### src/rtl/avsdpll_pkg.sv
// Shared types and default constants for the avsdpll lock detector.
package avsdpll_pkg;

  typedef enum logic [1:0] {
    ST_IDLE,
    ST_ARM,
    ST_MEASURE,
    ST_LOCKED
  } state_e;

  localparam int unsigned DEF_RATIO      = 8;
  localparam int unsigned DEF_TOL        = 1;
  localparam int unsigned DEF_LOCK_COUNT = 4;
  localparam int unsigned DEF_CNT_W      = 8;

endpackage

### src/rtl/avsdpll_sync_edge.sv
// Two-flop synchronizer for an asynchronous level, plus a one-cycle rising-edge strobe.
module avsdpll_sync_edge (
  input  logic clk,
  input  logic rst_n,
  input  logic d_i,
  output logic rise_o
);

  logic sync1_q;
  logic sync2_q;
  logic sync2_dly_q;

  always_ff @(posedge clk or negedge rst_n) begin
    if (!rst_n) begin
      sync1_q     <= 1'b0;
      sync2_q     <= 1'b0;
      sync2_dly_q <= 1'b0;
    end else begin
      // NOTE: non-blocking so every stage samples its predecessor's pre-edge value.
      sync1_q     <= d_i;
      sync2_q     <= sync1_q;
      sync2_dly_q <= sync2_q;
    end
  end

  assign rise_o = sync2_q & ~sync2_dly_q;

endmodule

### src/rtl/avsdpll_lock_detect.sv
// PLL lock detector: measures CLK cycles per REF period and asserts LOCK after
// LOCK_COUNT consecutive in-tolerance periods; a silent REF saturates and re-arms.
module avsdpll_lock_detect
  import avsdpll_pkg::*;
#(
  parameter int unsigned RATIO      = DEF_RATIO,
  parameter int unsigned TOL        = DEF_TOL,
  parameter int unsigned LOCK_COUNT = DEF_LOCK_COUNT,
  parameter int unsigned CNT_W      = DEF_CNT_W
) (
  input  logic             CLK,
  input  logic             RSTb,
  input  logic             REF,
  input  logic             EN,
  output logic             LOCK,
  output logic [CNT_W-1:0] CYCLES,
  output logic             CYCLES_VALID
);

  localparam int unsigned GOOD_W = $clog2(LOCK_COUNT + 1);
  localparam logic [CNT_W-1:0] SAT = '1;
  localparam logic [CNT_W:0] LO_BOUND = (RATIO > TOL) ? (CNT_W+1)'(RATIO - TOL) : '0;
  localparam logic [CNT_W:0] HI_BOUND = (CNT_W+1)'(RATIO + TOL);

  logic              ref_rise;
  state_e            state_q, state_d;
  logic [CNT_W-1:0]  cnt_q, cnt_d;
  logic [GOOD_W-1:0] good_q, good_d;
  logic [CNT_W-1:0]  cycles_q, cycles_d;
  logic              valid_q, valid_d;
  logic              lock_q, lock_d;
  logic [CNT_W:0]    meas_ext;
  logic              good_period;

  avsdpll_sync_edge u_ref_sync (
    .clk   (CLK),
    .rst_n (RSTb),
    .d_i   (REF),
    .rise_o(ref_rise)
  );

  // Counter free-runs in every state; only MEASURE/LOCKED act on its value.
  always_comb begin
    if (ref_rise)          cnt_d = CNT_W'(1);
    else if (cnt_q == SAT) cnt_d = cnt_q;
    else                   cnt_d = cnt_q + CNT_W'(1);
  end

  // One extra bit keeps RATIO+TOL from wrapping near SAT.
  assign meas_ext    = {1'b0, cnt_q};
  assign good_period = (meas_ext >= LO_BOUND) && (meas_ext <= HI_BOUND) && (cnt_q != SAT);

  always_comb begin
    // NOTE: every output gets a default first so no path can infer a latch.
    state_d  = state_q;
    good_d   = good_q;
    cycles_d = cycles_q;
    valid_d  = 1'b0;

    if (!EN) begin
      state_d = ST_IDLE;
      good_d  = '0;
    end else begin
      unique case (state_q)
        ST_IDLE: state_d = ST_ARM;
        ST_ARM: begin
          if (ref_rise) begin
            state_d = ST_MEASURE;
            good_d  = '0;
          end
        end
        ST_MEASURE, ST_LOCKED: begin
          if (ref_rise) begin
            cycles_d = cnt_q;
            valid_d  = 1'b1;
            if (!good_period) begin
              good_d  = '0;
              state_d = ST_MEASURE;
            end else if (state_q == ST_MEASURE) begin
              if (good_q == GOOD_W'(LOCK_COUNT - 1)) begin
                good_d  = GOOD_W'(LOCK_COUNT);
                state_d = ST_LOCKED;
              end else begin
                good_d = good_q + GOOD_W'(1);
              end
            end
          end else if (cnt_q == SAT) begin
            cycles_d = SAT;
            valid_d  = 1'b1;
            good_d   = '0;
            state_d  = ST_ARM;
          end
        end
        default: state_d = ST_IDLE;
      endcase
    end

    lock_d = (state_d == ST_LOCKED);
  end

  always_ff @(posedge CLK or negedge RSTb) begin
    if (!RSTb) begin
      state_q  <= ST_IDLE;
      cnt_q    <= '0;
      good_q   <= '0;
      cycles_q <= '0;
      valid_q  <= 1'b0;
      lock_q   <= 1'b0;
    end else begin
      state_q  <= state_d;
      cnt_q    <= cnt_d;
      good_q   <= good_d;
      cycles_q <= cycles_d;
      valid_q  <= valid_d;
      lock_q   <= lock_d;
    end
  end

  assign LOCK         = lock_q;
  assign CYCLES       = cycles_q;
  assign CYCLES_VALID = valid_q;

endmodule
### config.mk
export PLATFORM = sky130hd
export DESIGN_NAME = avsdpll_lock_detect
export DESIGN_NICKNAME = d
export VERILOG_FILES = /design/src/rtl/avsdpll_pkg.sv /design/src/rtl/avsdpll_sync_edge.sv /design/src/rtl/avsdpll_lock_detect.sv
export SDC_FILE = /design/constraint.sdc
export NUM_CORES = 1
export LEC_CHECK = 0
export ABC_CLOCK_PERIOD_IN_PS = 3300
export BUFFER_PORTS_ARGS = -buffer_cell sky130_fd_sc_hd__buf_2
export CELL_PAD_IN_SITES_DETAIL_PLACEMENT = 0
export CELL_PAD_IN_SITES_GLOBAL_PLACEMENT = 2
export CORE_ASPECT_RATIO = 1.2
export CORE_MARGIN = 2
export CORE_UTILIZATION = 40
export CTS_CLUSTER_DIAMETER = 60
export DETAILED_ROUTE_END_ITERATION = 10
export HOLD_SLACK_MARGIN = 0.1
export PLACE_DENSITY_LB_ADDON = 0.1
export SLEW_MARGIN = 20
export SYNTH_ARGS = -nofsm -noshare
export SYNTH_HDL_FRONTEND = slang
export SYNTH_HIERARCHICAL = 1
export SYNTH_SLANG_ARGS = --single-unit
export TNS_END_PERCENT = 5
### constraint.sdc
create_clock -name CLK -period 3.3 [get_ports CLK]
set_input_delay 0.33 -clock CLK [delete_from_list [all_inputs] [get_ports CLK]]
set_output_delay 0.33 -clock CLK [all_outputs]
set_load 0.05 [all_outputs]
==> qor.txt, run 1 <==
outcome: complete, no violations
worst path arrival time: 2130 ps
clk root buf: clkbuf_4
hold path endpoint: good_q[0]
Post-DRT Antenna Nets: 0
fin. max-slew vios: 0
Slew headroom: 61.3%
H-tree lvl count: 1
final non-filler cell total: 158
Max Clock Skew: 9.78 ps
GR Overflow Total: 0
Seq pwr share: 51.4%
worst-skew pair later-pin latency: 310 ps
Area contributors post-synth: dfrtp_1 (52%), o22a_1 (5.6%), ha_1 (5.0%)
Syn Nets: 120
DRT iter0 DRCs: 20
ANT cells: 0
Async S/R FF share, synth: 100%
Critical R2R Launch: cnt_q[0]
actual slew at the worst max-slew pin: 580 ps
Post-CTS Resized: 0
routed wire length: 2430 um
DP HPWL: 1690 um
r2r endpoint: good_q[1]
Layout Nets: 133
GR Util met1: 19.6%
grt met3 use: 2.17%
CTS Buf Count: 3
DP Worst Slack: 1380 ps
Netlist Area Pre-Place: 1260 sq um
CTS tree: built
# setup viols final: 0
critical path class: flop to flop
post-synthesis instance total: 111
DIE WIDTH: 55.2 um
grt met2 use: 24.3%
number of synthesized flops with an enable pin: 0
vias post-DR: 870
R2R cell count: 6
Clock power frac: 15.1%
vias in the first global route: 850
Worst setup EP type: flop
layout cell share with drive strength beyond 1: 18.0%
Comb pwr share: 33.5%
maximum fanout along the worst path: 9
post-route setup TNS: 0 ps
clk sinks: 26
Sw Share: 41.0%
R2R setup slack: 1380 ps
Startpoint Class: flop
register area share after synthesis: 51.6%
Hold/Removal Path Class: input pin to flop
routability cong.: 0.774
first-pass GRT wire length: 4180 um
pin count of the biggest net entering global routing: 27
NetSw: 0.351 mW
Final period util: 58.1%
PD cells: 630 nW/um^2
HP Start: EN
Hold WS: 314 ps
Post-Place Cells: 153
max-capacitance violation count: 0
Leakage: 0.632 nW
WP data required: 3510 ps
VDD IR max: 0.347 mV
RSZ-0062 raised after global routing: no
Min Clock Period, post-route: 1920 ps
die area: 3620 sq um
Port-buffer cells: 13
postcts setup bufs: 0
ys flop type: dfrtp_1
Synth Register Bits: 26
Synth Area per Inst: 11.4 sq um
core area: 3030 sq um
# IOs: 14
dominant cell by count in the synthesized netlist: dfrtp_1
Synth Warn #: 6
worst setup margin: 1380 ps
post-synth cell types: 36
clock-pin slew on the worst setup and hold paths: 140 ps
initial antenna violation count: 0
CTS max path bufs: 2
Int Power: 0.504 mW
total design power: 0.855 mW
DRT Pass-1 Iters: 4
via/cell ratio: 5.51
Worst Hold Depth: 3
GR Util All Layers: 14.7%
number of remaining DRC errors: 0
Initial Utilization: 41.6%
Highest Clock Rate: 522 MHz
Layout area overhead: 7.65%
Vert. Die Dim: 65.5 um
busiest grt layer: met2
Rows: 22
Synth area leader: dfrtp_1
Post-synth top cells: dfrtp_1 (26), nand3_1 (9), o22a_1 (8)
share of the synthesized area in the top cell type: 51.6%
WL/cell: 15.3 um
Fin. Hold Viols: 0
==> timing repair <==
| action | in CTS | in global routing |
|---|---|---|
| endpoints found under the hold margin | 26 | 1 |
| hold buffers | 1 | 1 |
| setup endpoints to repair | 0 | 0 |
==> power by group through the flow <==
stage	combinational (mW)	sequential, mW	clock, mW
6_report	0.286	0.439	0.129
3_5_place_dp	0.287	0.445	0
3_3_place_gp	0.287	0.447	0
4_1_cts	0.290	0.439	0.135
5_1_grt	0.311	0.450	0.149
2_1_floorplan	0.121	0.545	0
==> registers in the layout, indices dropped and copies added, names as in the netlist <==
register	cells
CYCLES	8
CYCLES_VALID	1
LOCK	1
cnt_q	8
good_q	3
state_q	2
u_ref_sync/sync1_q	1
u_ref_sync/sync2_dly_q	1
u_ref_sync/sync2_q	1
==> final cells by class <==
class	instances	area (sq um)
inverter	6	22.5
tap	36	45.0
multi-input combinational	72	531
clock buffer	3	22.5
sequential	26	651
fill	295	1670
timing repair buffer	15	85.1
==> per-layer routing <==
layer | vias up | wire length, um | share of wire (%)
met5 | - | 0 | 0
met4 | 0 | 22 | 0.91
met3 | 2 | 66 | 2.7
met2 | 10 | 1150 | 48
met1 | 432 | 1180 | 49
li1 | 426 | - | -
==> per-stage QoR <==
stage	instance area [sq um]	util, %
6_report	1360	44.8
5_1_grt	1360	44.8
4_1_cts	1350	44.5
3_5_place_dp	1310	43.4
3_3_place_gp	1310	43.4
2_1_floorplan	1260	-
==> cell families (layout without fill, tap and decap cells) <==
kind of cell | count (synthesis) | count (layout) | share of synthesized area [%]
AND/OR/NAND/NOR | 35 | 35 | 17.6
multiplexers | 1 | 1 | 0.794
flip-flops | 26 | 26 | 51.6
buffers and inverters | 13 | 24 | 6.26
adder cells (fa/ha/maj) | 5 | 5 | 4.97
AO/OA/AOI/OAI | 28 | 28 | 16.7
XOR/XNOR | 3 | 3 | 2.09
==> how the worst max path moves through the flow <==
stage	cells past startpoint	startpoint	slack, ps	endpoint
CTS	6	cnt_q[0]	1360	good_q[1]
global placement	6	cnt_q[0]	1500	good_q[1]
finish	6	cnt_q[0]	1380	good_q[1]
detailed placement	6	cnt_q[0]	1380	good_q[1]
global route	6	cnt_q[0]	1230	good_q[1]
floorplan	7	cnt_q[0]	1730	good_q[0]
==> cell usage in the layout (no fill, tap or decap), types with 3 or more instances in the layout <==
| cell | n |
|---|---|
| buf_2 | 13 |
| o21ai_0 | 3 |
| clkbuf_4 | 3 |
| o22a_1 | 8 |
| nand3_1 | 9 |
| nor2_1 | 6 |
| a21oi_1 | 6 |
| and3_1 | 3 |
| nand2_1 | 5 |
| ha_1 | 5 |
| inv_1 | 6 |
| dfrtp_1 | 26 |
==> worst max-delay path, stage by stage, from the launching register on <==
cell	delay (ps)
dfrtp_1	500
ha_1	430
nand3b_1	110
o21ai_1	120
nand2_1	110
or2_1	280
o41ai_1	260
No activity file was read; power rests on OpenSTA's default activity.
==> run 2, diff against run 1 <==
- ABC_AREA: not set -> 1
- ABC_CLOCK_PERIOD_IN_PS: 3300 -> 1650
- CORE_UTILIZATION: 40 -> 31
- clock period: 3.3 -> 1.65 ns (I/O delays scaled with it)
==> run 2 against run 1 <==
Effect of this change: combinational power grew 110%; sequential power up 88%; critical path depth rose by 2; global-route usage down 1.0 points; largest cell class unchanged; power up 120%; final area is 6.2% higher; utilization shrank 7.4 points.
==> qor.txt, run 2 <==
outcome: complete, no violations
VDD IR max: 0.588 mV
Slew headroom: 60.3%
Synth Area in Adders: 5.12%
largest family of logic cells by synthesized area: simple AND/OR/NAND/NOR gates
crit path max-delay cell type: dfrtp_1
Synth area leader: dfrtp_1
Most common cell on crit path: nand2_1
Netlist Area Pre-Place: 1220 sq um
Fin. Hold Viols: 0
via/cell ratio: 4.50
H-tree lvl count: 1
clk root buf: clkbuf_8
post-route setup TNS: 0 ps
DP Worst Slack: 138 ps
most frequent cells in the layout: dfrtp_1 (26), nand2_1 (21), nor2_1 (15)
commonest non-fill, non-tap cell in the layout: dfrtp_1
Filler cells: 417
DP HPWL: 1940 um
Post-DRT Antenna Nets: 0
routed wire length: 2580 um
maximum fanout along the worst path: 5
R2R setup slack: 190 ps
core area: 3850 sq um
Largest stage delay, worst path: 410 ps
Synth Area in XOR/XNOR: 1.43%
simple-gate share of the synthesized area: 24.1%
worst-skew pair later-pin latency: 270 ps
# setup viols final: 0
sequential standard cell area: 651 sq um
ANT cells: 0
final non-filler cell area: 1440 sq um
routability cong.: 0.753
Area contributors post-synth: dfrtp_1 (53%), nand2_1 (6.5%), ha_1 (5.1%)
CTS max path bufs: 2
Synth Register Bits: 26
Max Clock Skew: 2.62 ps
worst path arrival time: 1630 ps
DIE WIDTH: 61.3 um
Worst Hold Depth: 2
Synth Warn #: 6
Critical R2R Launch: cnt_q[0]
PD cells: 1280 nW/um^2
complex-gate fraction of the synthesized area: 9.94%
Highest Clock Rate: 685 MHz
post-synth cell types: 25
CTS Buf Count: 3
# IOs: 14
GR Util All Layers: 13.6%
WL/cell: 12.4 um
postcts setup bufs: 0
critical path class: flop to flop
RSZ-0062 raised after global routing: no
pin count of the biggest net entering global routing: 27
DRT Pass-1 Iters: 4
vias post-DR: 937
Buf+Inv Stages, Crit Path: 1
crit path cell chain: ha_2, a21oi_1, nor2_1, nand4_1, nand2_2, inv_2, nand2_1, nand2_1
final non-filler cell total: 208
number of synthesized flops with an enable pin: 0
Min Clock Period, post-route: 1460 ps
Hold/Removal Path Class: input pin to flop
Final period util: 88.5%
first-pass GRT wire length: 4510 um
fin. max-slew vios: 0
WP data required: 1820 ps
Leakage: 0.694 nW
ys flop type: dfrtp_1
Async S/R FF share, synth: 100%
placed instance area: 1360 sq um
Vert. Die Dim: 72.8 um
post-synthesis instance total: 134
clock-pin slew on the worst setup and hold paths: 90 ps
Rows: 25
Synth Area per Inst: 9.11 sq um
Initial Utilization: 31.7%
actual slew at the worst max-slew pin: 596 ps
R2R cell count: 8
HP Start: EN
number of remaining DRC errors: 0
Port-buffer cells: 13
worst setup margin: 189 ps
CP top delay family: simple AND/OR/NAND/NOR gates
CTS tree: built
Worst setup EP type: flop
layout cell share with drive strength beyond 1: 22.1%
Startpoint Class: flop
r2r endpoint: good_q[0]
GR Overflow Total: 0
max-capacitance violation count: 0
vias in the first global route: 955
multi-input logic area: 503 sq um
register area share after synthesis: 53.3%
DRT iter0 DRCs: 33
Post-synth top cells: dfrtp_1 (26), nand2_1 (21), nor2_1 (15)
clk sinks: 26
mux cell area share after synthesis: 0%
hold path endpoint: state_q[0]
Syn Nets: 143
Post-Place Cells: 202
share of the synthesized area in the top cell type: 53.3%
dominant cell by count in the synthesized netlist: dfrtp_1
Layout Nets: 164
final core occ: 37.4%
die area: 4460 sq um
Layout area overhead: 17.9%
initial antenna violation count: 0
run 2: changes by cell type in the layout (fill, tap and decap cells not counted), sizes merged, moves of 3 or more:
cell and change:
and3 -5, a21oi +3, o22a -8, nor3 +3, nor2 +12, nand2 +20, inv +9, o21ai +6
run 2: power by group:
part	switching, mW	leakage, nW	internal [mW]	total, mW
combinational	0.441	0.330	0.161	0.602
clock	0.199	0.0288	0.213	0.412
sequential	0.0840	0.335	0.742	0.826
run 2: repair_timing:
action                                 4_1_cts  5_1_grt
endpoints found under the hold margin       27        0
setup endpoints to repair                    0        8
hold buffers                                 2        0
gates resized for setup                      0        2
run 2: cells by family (layout without fill, tap and decap cells):
family / count (synthesis) / after routing
fa+ha+maj: 5 / 5
simple gates: 61 / 61
flops: 26 / 26
xor+xnor: 2 / 2
buf+inv: 17 / 37
compound gates: 23 / 23
run 2: routing by layer:
metal	share of wire [%]	global-route usage (%)
met4	0.89	5.07
met1	47	19.2
met5	0	0
met2	50	20.6
met3	2.1	2.66
run 2: worst max path at each step:
stage / startpoint / to / cells after the start
6_report: cnt_q[0] / good_q[0] / 8
5_1_grt: cnt_q[0] / good_q[0] / 8
4_1_cts: cnt_q[0] / good_q[2] / 10
3_5_place_dp: cnt_q[0] / good_q[2] / 10
3_3_place_gp: cnt_q[0] / good_q[2] / 10
2_1_floorplan: cnt_q[0] / good_q[2] / 10
run 2: area by class of cell:
class                   instances  area share, %
flip-flops and latches         26           45.2
multi-input cells              91           34.9
repair buffers                 17           6.95
well taps                      54           4.69
inverters                      16           4.43
clock buffers                   4           3.82
run 2: metrics by stage:
step	power [mW]	hold WS, ps
finish	1.84	189
global route	1.98	179
CTS	1.86	177
detailed placement	1.44	211
global placement	1.44	198
floorplan	1.28	-131
==> run 3, diff against run 2 <==
- PLACE_DENSITY: not set -> 0.69
- PLACE_DENSITY_LB_ADDON: 0.1 -> not set
==> run 3 against run 2 <==
Effect of this change: critical path depth increased by 2; critical endpoint unchanged; via count decreased by 0.21%; largest cell class unchanged; final cell count unchanged; clock skew increased by 0.56 ps.
==> qor.txt, run 3 (synthesized netlist as in run 2, its figures left out) <==
Rows: 25
clock-pin slew on the worst setup and hold paths: 90 ps
Worst Hold Depth: 2
Top Metal Used: met4
DRT iter0 DRCs: 26
final core occ: 37.7%
worst path arrival time: 1670 ps
Hold/Removal Path Class: input pin to flop
total design power: 1.85 mW
WP data required: 1820 ps
vias post-DR: 935
clk root buf: clkbuf_8
Layout area overhead: 18.7%
Post-Place Cells: 202
routability cong.: 0.795
most frequent cells in the layout: dfrtp_1 (26), nand2_1 (21), nor2_1 (14)
Slew headroom: 60.4%
pin count of the biggest net entering global routing: 27
PD cells: 1270 nW/um^2
# setup viols final: 0
Post-DRT Antenna Nets: 0
DRT Pass-1 Iters: 4
outcome: complete, no violations
Vert. Die Dim: 72.8 um
DIE WIDTH: 61.3 um
max-capacitance violation count: 0
via/cell ratio: 4.50
clk sinks: 26
Port-buffer cells: 13
RSZ-0062 raised after global routing: no
R2R cell count: 10
VDD IR max: 0.518 mV
critical path class: flop to flop
CTS Buf Count: 3
first-pass GRT wire length: 4340 um
initial antenna violation count: 0
DP HPWL: 1940 um
Routed met3 length: 41 um
ANT cells: 0
die area: 4460 sq um
Max Clock Skew: 3.18 ps
GR Overflow Total: 0
routed wire length: 2560 um
# IOs: 14
final non-filler cell area: 1450 sq um
Worst setup EP type: flop
fin. max-slew vios: 0
maximum fanout along the worst path: 5
vias in the first global route: 950
number of remaining DRC errors: 0
layout cell share with drive strength beyond 1: 22.7%
CTS max path bufs: 2
actual slew at the worst max-slew pin: 595 ps
Layout Nets: 164
GR Util All Layers: 13.3%
WL/cell: 12.3 um
WL met2: 1340 um
post-route setup TNS: 0 ps
Highest Clock Rate: 666 MHz
commonest non-fill, non-tap cell in the layout: dfrtp_1
Startpoint Class: flop
placed instance area: 1360 sq um
Initial Utilization: 31.7%
worst-skew pair later-pin latency: 270 ps
Final period util: 91.0%
Fin. Hold Viols: 0
H-tree lvl count: 1
core area: 3850 sq um
Leakage: 0.694 nW
M1 WL: 1150 um
CTS tree: built
postcts setup bufs: 0
Min Clock Period, post-route: 1500 ps
final non-filler cell total: 208
==> run 3: cell counts in the layout (fill, tap and decap cells not counted) <==
No cell type changed its count.
==> run 3: final timing paths <==
| check | from | to | slack, ps |
|---|---|---|---|
| setup / recovery | cnt_q[0] | good_q[0] | 150 |
| hold / removal | EN | state_q[0] | 190 |
| setup reg to reg | cnt_q[0] | good_q[0] | 150 |
| hold reg to reg | u_ref_sync/sync1_q | u_ref_sync/sync2_q | 350 |
| max in group asynchronous | RSTb | state_q[0] | 840 |
| min in group asynchronous | RSTb | CYCLES[2] | 420 |
==> run 3: final cells by class <==
class / count / area [sq um]
inverters: 16 / 63.8
clock buffers: 4 / 55.1
fillers: 404 / 2400
flip-flops and latches: 26 / 651
well taps: 54 / 67.6
multi-input cells: 91 / 513
repair buffers: 17 / 100
==> run 3: critical path, stage by stage, from the launching register on <==
cell and delay [ps]:
dfrtp_1 410, ha_2 230, nand2_2 80, nor2_4 160, nand2_2 90, nand2_2 90
nand2_1 50, nand2_1 70, nand2_2 90, nand2_1 70, nand2_1 50
==> run 3: stage by stage <==
stage / hold WS, ps / setup slack (ps)
finish: 190 / 148
floorplan: -131 / 294
CTS: 176 / 95.9
detailed placement: 216 / 120
global route: 178 / 11.0
global placement: 201 / 140
==> run 3: repair_timing <==
| action | 4_1_cts | 5_1_grt |
|---|---|---|
| hold buffers | 2 | 0 |
| endpoints found under the setup margin | 0 | 14 |
| endpoints found under the hold margin | 27 | 0 |
| gates resized for setup | 0 | 4 |
==> run 3: where the power goes <==
part | switching (mW) | internal [mW]
clock network | 0.201 | 0.213
registers | 0.0865 | 0.742
logic | 0.442 | 0.162
total | 0.730 | 1.12
==> run 3: layer usage <==
layer	vias up	GRT usage [%]
li1	479	-
met1	443	16.5
met2	9	22.0
met3	4	2.30
met4	0	6.04
met5	-	0
